### src/rtl/rf_arbiter.sv
`timescale 1ns/1ps
// Two-requester round-robin front end for an 8-bit x 16 register file.
// Optional grant locking is compiled in with RF_ARB_LOCK_EN.
module rf_arbiter (
  input  logic       clk,
  input  logic       rst_n,
  input  logic       req0_valid,
  input  logic       req0_we,
  input  logic [3:0] req0_addr,
  input  logic [7:0] req0_wdata,
  input  logic       req0_lock,
  output logic       req0_ready,
  output logic       req0_rvalid,
  output logic [7:0] req0_rdata,
  input  logic       req1_valid,
  input  logic       req1_we,
  input  logic [3:0] req1_addr,
  input  logic [7:0] req1_wdata,
  input  logic       req1_lock,
  output logic       req1_ready,
  output logic       req1_rvalid,
  output logic [7:0] req1_rdata,
  output logic       rf_we,
  output logic [3:0] rf_ptr_w,
  output logic [7:0] rf_di,
  output logic [3:0] rf_ptr_a,
  input  logic [7:0] rf_do_a,
  output logic       err,
  input  logic       err_clr
);

  logic       rr;
  logic       pri;
  logic       gnt0;
  logic       gnt1;
  logic       acc;
  logic       sel_we;
  logic [3:0] sel_addr;
  logic [7:0] sel_wdata;
  logic       wr_ok;
  logic       wr_rsv;
  logic       rd_acc;

`ifdef RF_ARB_LOCK_EN
  logic       sel_lock;
  logic       lock_hold;
  logic       lock_owner;
  logic [1:0] lock_cnt;

  assign sel_lock = gnt1 ? req1_lock : req0_lock;
  assign pri      = lock_hold ? lock_owner : rr;
`else
  logic unused_lock;

  assign unused_lock = req0_lock ^ req1_lock;
  assign pri         = rr;
`endif

  // Grants are masked by reset so nothing is accepted while rst_n is low.
  always_comb begin
    gnt0 = rst_n & req0_valid & (~req1_valid | ~pri);
    gnt1 = rst_n & req1_valid & (~req0_valid | pri);
  end

  assign req0_ready = gnt0;
  assign req1_ready = gnt1;
  assign acc        = gnt0 | gnt1;

  always_comb begin
    sel_we    = gnt1 ? req1_we    : req0_we;
    sel_addr  = gnt1 ? req1_addr  : req0_addr;
    sel_wdata = gnt1 ? req1_wdata : req0_wdata;
  end

  // Addresses 14 and 15 are reserved: accepted, never written, flagged.
  always_comb begin
    wr_rsv   = acc & sel_we & (sel_addr >= 4'd14);
    wr_ok    = acc & sel_we & (sel_addr < 4'd14);
    rd_acc   = acc & ~sel_we;
    rf_we    = wr_ok;
    rf_ptr_w = wr_ok  ? sel_addr  : 4'd0;
    rf_di    = wr_ok  ? sel_wdata : 8'd0;
    rf_ptr_a = rd_acc ? sel_addr  : 4'd0;
  end

  always_ff @(posedge clk or negedge rst_n) begin
    if (!rst_n) begin
      rr <= 1'b0;
    end else if (acc) begin
      rr <= gnt0;
    end
  end

  always_ff @(posedge clk or negedge rst_n) begin
    if (!rst_n) begin
      req0_rvalid <= 1'b0;
      req1_rvalid <= 1'b0;
      req0_rdata  <= 8'h00;
      req1_rdata  <= 8'h00;
    end else begin
      req0_rvalid <= rd_acc & gnt0;
      req1_rvalid <= rd_acc & gnt1;
      if (rd_acc & gnt0) req0_rdata <= rf_do_a;
      if (rd_acc & gnt1) req1_rdata <= rf_do_a;
    end
  end

  // A new reserved write outranks a simultaneous clear.
  always_ff @(posedge clk or negedge rst_n) begin
    if (!rst_n) begin
      err <= 1'b0;
    end else if (wr_rsv) begin
      err <= 1'b1;
    end else if (err_clr) begin
      err <= 1'b0;
    end
  end

`ifdef RF_ARB_LOCK_EN
  // lock_cnt counts grants in the current chain; the fourth one releases it.
  always_ff @(posedge clk or negedge rst_n) begin
    if (!rst_n) begin
      lock_hold  <= 1'b0;
      lock_owner <= 1'b0;
      lock_cnt   <= 2'd0;
    end else if (acc && sel_lock) begin
      if (lock_hold && (gnt1 == lock_owner)) begin
        if (lock_cnt == 2'd3) begin
          lock_hold <= 1'b0;
          lock_cnt  <= 2'd0;
        end else begin
          lock_cnt  <= lock_cnt + 2'd1;
        end
      end else begin
        lock_hold  <= 1'b1;
        lock_owner <= gnt1;
        lock_cnt   <= 2'd1;
      end
    end else begin
      lock_hold <= 1'b0;
      lock_cnt  <= 2'd0;
    end
  end
`endif

endmodule
### config.mk
export PLATFORM = sky130hd
export DESIGN_NAME = rf_arbiter
export DESIGN_NICKNAME = d
export VERILOG_FILES = /design/src/rtl/rf_arbiter.sv
export SDC_FILE = /design/constraint.sdc
export NUM_CORES = 1
export LEC_CHECK = 0
export CAP_MARGIN = 20
export CORE_ASPECT_RATIO = 1.2
export CORE_MARGIN = 10
export CORE_UTILIZATION = 37
export DETAILED_ROUTE_END_ITERATION = 12
export HOLD_SLACK_MARGIN = 0.1
export PLACE_DENSITY = 0.9
export SLEW_MARGIN = 20
export SYNTH_ARGS = -nofsm -noshare
export SYNTH_HDL_FRONTEND = slang
export SYNTH_SLANG_ARGS = --single-unit
### constraint.sdc
create_clock -name clk -period 3.9 [get_ports clk]
set_input_delay 0.78 -clock clk [delete_from_list [all_inputs] [get_ports clk]]
set_output_delay 0.78 -clock clk [all_outputs]
set_load 0.05 [all_outputs]
Word level (Yosys, flattened, before mapping)
Index checks and enable logic that the tools add are counted.
Operators by class
  reduce and logical (&&, ||, !) cells: 1
  order comparisons: 2
  bitwise logic cells: 17
  muxes and demuxes: 8
Operator list (number)
  two-way mux 8 bit: 2
  two-way mux 4 bit: 3
  bitwise AND 1 bit: 10
  greater-or-equal comparator 4 bit, second input constant: 1
  less-than comparator 4 bit, second input constant: 1
  inverter 1 bit: 4
  two-way mux 1 bit: 3
  OR 1 bit: 3
  nonzero test 2 bit: 1
Word-level totals
  output and inout port bits: 38
  word-level logic and storage cells: 34
  bits of input ports: 41
  register bits: 20

Longest topological paths before layout
Gate-level depths: netlist of the first run.
  depth after elaboration: 7
  gate-level depth with buffers: 6
  gate-level depth less buffers: 4

Least setup slack after synthesis of the first run
OpenSTA, ideal clock, no wires.
  kind: input-to-output
  from: input rst_n
  to: output rf_ptr_w[2]
  stages on the path: 6
  buffers on the path: 2
  data required time: 3120 ps
  slack: 118 ps
  arrival: 3002 ps
  path through: buf_4 > nand2_2 > nor2_2 > buf_6 > and3_1 > nor4_1
On the way
  cells in the longest elaborated chain, start to end: 6
  elaborated cells between the ends (all ways): 11
  those cells by class: 1 x order compare; 3 x mux; 7 x bitwise
Ends and longest elaborated chain
  start, declared: line 6  | input logic rst_n,
  bitwise AND 1 bit (*) (2 in series): line 62  | gnt1 = rst_n & req1_valid & (~req0_valid | pri);
  named net req1_ready: line 20  | output logic req1_ready,
  two-way mux 4 bit (tied with other cells): line 71  | sel_addr = gnt1 ? req1_addr : req0_addr;
  less-than comparator 4 bit or bitwise AND 1 bit (tied branches): line 78  | wr_ok = acc & sel_we & (sel_addr < 4'd14);
  bitwise AND 1 bit: line 78
  two-way mux 4 bit (*): line 81  | rf_ptr_w = wr_ok ? sel_addr : 4'd0;
  end, declared: line 24  | output logic [3:0] rf_ptr_w,
The timed path passes the listed nets; every way through them passes the cells marked *.

Worst setup path after layout of the first run
  from: input req1_valid
  to: output rf_ptr_w[1]
On the way
  cells in the longest elaborated chain, start to end: 7
  elaborated cells between the ends (all ways): 12
  those cells by class: 1 x order compare; 3 x mux; 8 x bitwise
Ends and longest elaborated chain
  start, declared: line 15  | input logic req1_valid,
  parallel branches: the longest is 6 deep, another holds less-than comparator 4 bit
  two-way mux 4 bit (*): line 81
Mark *: on every way between the ends.

==> run metrics, run 1 <==
outcome completed; routed wire length per instance ~18 um; multiplexer share of the synthesized area 0.240; pin count of the biggest net entering global routing 27; worst-case clock buffer depth 2; Post-Syn Nets between 100 and 150; Placeable Area 2860 um2; Slew HR 0.508; Post-DP HPWL 3340 um; CTS tree done; Tmin final 3.66 ns; final slew viol count 0; Reg clk slew, reported paths about 0.11 ns; GR Util All Layers 0.132; post-synth cell types 28; FP Rows 21; Cell Int Power approximately 560 uW; Clk pwr share 0.183; ANT cells 0; post-synth top area share 0.443; die area between 5000 and 6000 um2; hold_buf cts 0; vias after detailed routing 1116; Clk Latency, worst-skew pair 0.31 ns; Seq/Total Area, Yosys 0.443; Placer Congestion 0.877; P per Cell Area around 430 nW/um2; Clock Sinks 20; period utilisation layout 0.938; largest cells by area after synthesis dfrtp_1 (44%), mux2_2 (17%), a22oi_1 (6.0%); crit path max fanout 11; switching power total roughly 380 uW; # IOs ~80; Compound-Gate Fraction of Synth Area 0.134; CTS H-tree depth 1; Post-synth EDFFs 0; setup repair bufs after CTS 0; Logic pwr share 0.522; Die Wd between 70 and 80 um; final hold vios 0; TritonCTS buffer count 3; Setup TNS 0 ns; leakage power ~0.0009 uW; Port Buffers between 70 and 80; Final nets 221; drt pass-1 iters 4; initial antenna violation count 0; post-placement cell count approximately 210; async set-reset flop share out of synthesis 1.00; startpoint types input port; crit end category primary output; fin util 0.762; simple-gate share of the synthesized area 0.145; share of cells above drive strength 1 0.313; Filler cells 179; YS warnings 0; main combinational cell family by area after synthesis multiplexers; post_cts resized 0; post-synthesis adder-cell area fraction 0; Max VDD drop ~0.43 mV; Final setup viols 0; Avg Cell Area, Syn 11.5 um2; RSZ-0062 raised after global routing no; vias in the first global route around 1200; critical path class in2out; Worst Path Required approximately 3.1 ns; Most used DFF post-synth dfrtp_1; cell taking the most area after synthesis dfrtp_1; Max Fclk 0.273 GHz; synthesized flop and latch total 20; Non-Filler Instances between 200 and 250; mapped cell area 1130 um2; via/cell ratio roughly 5.2; Worst EP arrival 2.88 ns; first-pass GRT wire length 6160 um; Synth Instances slightly below 100; DRC 0; antenna viol nets, final 0; chip height between 80 and 90 um; global route total overflow 0; CTS root buffer clkbuf_4; number of max-cap violations 0; Hold Crit Class reg2reg; area share of xor/xnor cells in the synthesized design 0; initial core utilization 0.394; Sw Ratio 0.404; worst-margin pin slew 0.735 ns; P&R area growth vs syn 93.1%; DR iter-0 viols 102; sequential share of power 0.296; final clock skew between 0.004 and 0.005 ns; routed wire length 3920 um
-- sequential cells by signal, indices dropped and copies added (netlist names) --
signal       count
err              1
pri              1
req0_rdata       8
req0_rvalid      1
req1_rdata       8
req1_rvalid      1
-- path summary, 6_finish.rpt --
check | from | to | slack, ns | cells after the start
worst min register to register | req0_rdata[7] | req0_rdata[7] | 0.52 | 1
worst max register to register | pri | err | 2.29 | 5
min in group asynchronous | rst_n | req0_rdata[1] | 0.89 | 2
worst max-delay path | req1_valid | rf_ptr_w[1] | 0.24 | 6
worst min-delay path | req0_rdata[7] | req0_rdata[7] | 0.52 | 1
max in group asynchronous | rst_n | req1_rdata[3] | 2.78 | 2
-- power by group through the flow --
stage          sequential [uW]  clock [uW]  combinational [uW]
3_3_place_gp               278           0                 483
2_1_floorplan              434           0                 128
3_5_place_dp               281           0                 490
6_report                   276         170                 487
4_1_cts                    277         172                 492
5_1_grt                    282         180                 509
-- stage by stage --
| stage | setup WS (ns) | total power, uW | instance area, um2 | hold slack, ns |
|---|---|---|---|---|
| after floorplan | 0.118 | 561 | 1130 | 0.484 |
| after global placement | 0.327 | 761 | 2130 | 0.489 |
| after detailed placement | 0.276 | 771 | 2130 | 0.494 |
| after CTS | 0.257 | 941 | 2180 | 0.520 |
| after global routing | 0.136 | 971 | 2180 | 0.528 |
| final | 0.242 | 934 | 2180 | 0.520 |
-- cell families after synthesis --
kind of cell / Yosys count
AND/OR/NAND/NOR: 29
multiplexers: 24
flip-flops: 20
AO/OA/AOI/OAI: 17
buffers and inverters: 8
-- area by class of cell --
type,count,area [um2],share of cell area
clock buffers,3,22.5,0.0103
clock inverters,1,30.0,0.0138
inverters,5,18.8,0.00860
multi-input cells,70,587,0.269
flip-flops and latches,20,500,0.229
well taps,34,42.5,0.0195
repair buffers,80,981,0.450
-- cell usage in the layout (no fill, tap or decap), types with 2 or more instances in the layout --
cell type,n
nor2_1,14
mux2_2,17
buf_12,19
and3_1,3
mux2i_1,5
mux2_4,2
clkdlybuf4s50_1,57
a22oi_1,9
clkbuf_4,3
dfrtp_1,20
nand2_1,3
a211oi_2,2
buf_4,4
inv_1,5
-- worst max-delay path, stage by stage --
cell             delay [ns]
clkdlybuf4s50_1        0.56
nand2_2                0.14
nor2_2                 0.48
mux2_2                 0.41
a211oi_2               0.32
buf_12                 0.18
-- cells in the mapped netlist, types with 2 or more instances --
cell      count
a211oi_2      2
a22oi_1       9
and3_1        3
dfrtp_1      20
inv_1         5
mux2_2       17
mux2_4        2
mux2i_1       5
nand2_1       3
nor2_1       14
-- routing by layer --
layer	vias up	wire length [um]	track usage
li1	516	-	-
met1	531	1540	0.140
met2	66	1780	0.219
met3	3	570	0.0787
met4	0	25	0.0296
met5	-	0	0
(Power assumes the default switching activity.)
==> run 2, diff against run 1 <==
--- a/config.mk
+++ b/config.mk
@@ -11,7 +11,7 @@
 export CORE_UTILIZATION = 37
 export DETAILED_ROUTE_END_ITERATION = 12
 export HOLD_SLACK_MARGIN = 0.1
-export PLACE_DENSITY = 0.9
+export PLACE_DENSITY = 0.84
 export SLEW_MARGIN = 20
 export SYNTH_ARGS = -nofsm -noshare
 export SYNTH_HDL_FRONTEND = slang
==> run 2 against run 1 <==
Non-clock buffer count did not move; maximum frequency rose by 0.96%; power fell by 8.0%; register-to-register slack got worse by 0.03 ns; core utilization fell by 1.0 points; hold slack got worse by 0.0027 ns; sequential share of layout area rose by 0.32 points; worst setup slack improved by 0.035 ns; die area did not move; sequential cell count did not move; cell count fell by 0.47%; clock skew fell by 0.0011 ns; critical endpoint is now rf_ptr_w[2]; largest cell class unchanged; highest routed layer unchanged.
==> run metrics, run 2 (synthesized netlist as in run 1, its figures left out) <==
fin util 0.751; Worst Path Required approximately 3.1 ns; most frequent cells in the layout clkdlybuf4s50_1 (57), dfrtp_1 (20), buf_12 (19); crit path max fanout 10; share of cells above drive strength 1 0.309; sequential share of power 0.323; Slew HR 0.426; P&R area growth vs syn 90.5%; worst path bufs/invs 3; Port Buffers 76; Non-Filler Instances 212; CP cell instances clkdlybuf4s50_1 -> nand2_2 -> nor2_2 -> buf_4 -> nor2_1 -> nor4_1 -> buf_12; first-pass GRT wire length 6530 um; P per Cell Area approximately 400 nW/um2; post_cts resized 0; worst-margin pin slew between 0.8 and 0.9 ns; Die Wd just over 70 um; reg2reg start pri; Clk Latency, worst-skew pair roughly 0.30 ns; worst-case clock buffer depth 2; vias in the first global route 1219; Clk pwr share 0.109; DRC 0; Placer Congestion 0.821; CP delay by family, top simple AND/OR/NAND/NOR gates; pin count of the biggest net entering global routing 27; WHS roughly 0.52 ns; commonest non-fill, non-tap cell in the layout clkdlybuf4s50_1; Top Registers req0_rdata x8, req1_rdata x8; switching power total about 370 uW; worst setup path start req1_valid; Cell Int Power 489 uW; Final setup viols 0; CTS H-tree depth 1; Worst EP arrival 2.84 ns; Tmin final about 3.6 ns; Placeable Area approximately 2900 um2; vias after detailed routing between 1000 and 1500; ANT cells 0; Logic pwr share 0.568; Reg clk slew, reported paths 0.10 ns; Final nets around 220; final clock skew 0.00381 ns; max incr delay on CP ~0.56 ns; routed wire length per instance 19.4 um; Max Fclk approximately 0.28 GHz; hold_buf cts 0; startpoint types input port; CTS root buffer clkbuf_4; outcome completed; setup repair bufs after CTS 0; initial core utilization 0.394; post-placement cell count 209; FP Rows 21; final slew viol count 0; GR Util All Layers 0.140; number of max-cap violations 0; leakage power 0.000903 uW; worst hold start req0_rdata[2]; die area ~5700 um2; Max VDD drop 0.404 mV; routed wire length slightly above 4000 um; Overall Power approximately 860 uW; Sw Ratio 0.431; RSZ-0062 raised after global routing no; via/cell ratio roughly 5.3; drt pass-1 iters 4; critical path class in2out; Hold Crit Class reg2reg; final hold vios 0; initial antenna violation count 0; R2R setup slack roughly 2.3 ns; # IOs 79; Setup TNS 0 ns; CTS tree done; DR iter-0 viols between 90 and 100; chip height a little over 80 um; Worst path slowest cell clkdlybuf4s50_1; period utilisation layout 0.929; global route total overflow 0; antenna viol nets, final 0; crit end category primary output; Post-DP HPWL ~3400 um; Clock Sinks 20; TritonCTS buffer count 3
## run 2: cell count changes in the layout (fill, tap and decap cells not counted)
| cell | previous run | this run |
|---|---|---|
| bufinv_16 | 1 | 0 |
## run 2: stage by stage
step,setup slack [ns],area (um2)
3_5_place_dp,0.317,2130
2_1_floorplan,0.118,1130
5_1_grt,0.137,2150
3_3_place_gp,0.344,2130
6_report,0.277,2150
4_1_cts,0.290,2150
## run 2: metal layers
metal  wire length (um)  up-vias  track usage
li1                   -      517            -
met1               1760      521        0.171
met2               1670       78        0.214
met3                659        3       0.0689
met4                 36        0       0.0356
met5                  0        -            0
## run 2: layout make-up
type	instances	area, um2
Timing Repair Buffer	80	981
Fill cell	196	712
Multi-Input combinational cell	70	587
Sequential cell	20	500
Tap cell	34	42.5
Clock buffer	3	22.5
Inverter	5	18.8
## run 2: final timing paths
kind	cells after the start	end
hold reg to reg	1	req0_rdata[2]
setup / recovery	7	rf_ptr_w[2]
setup reg to reg	5	err
hold / removal	1	req0_rdata[2]
max in group asynchronous	2	req0_rdata[6]
min in group asynchronous	2	req1_rdata[0]
## run 2: power by group through the flow
stage	Clock [uW]	Combinational [uW]	Sequential, uW
2_1_floorplan	0	128	434
3_3_place_gp	0	484	278
3_5_place_dp	0	490	282
4_1_cts	99.2	492	278
5_1_grt	105	508	284
6_report	93.4	488	278
==> run 3, diff against run 2 <==
--- a/config.mk
+++ b/config.mk
@@ -5,7 +5,6 @@
 export SDC_FILE = /design/constraint.sdc
 export NUM_CORES = 1
 export LEC_CHECK = 0
-export CAP_MARGIN = 20
 export CORE_ASPECT_RATIO = 1.2
 export CORE_MARGIN = 10
 export CORE_UTILIZATION = 37
==> results of run 3 <==
Same layout as run 2: the final DEF is identical, and so are final timing and power.
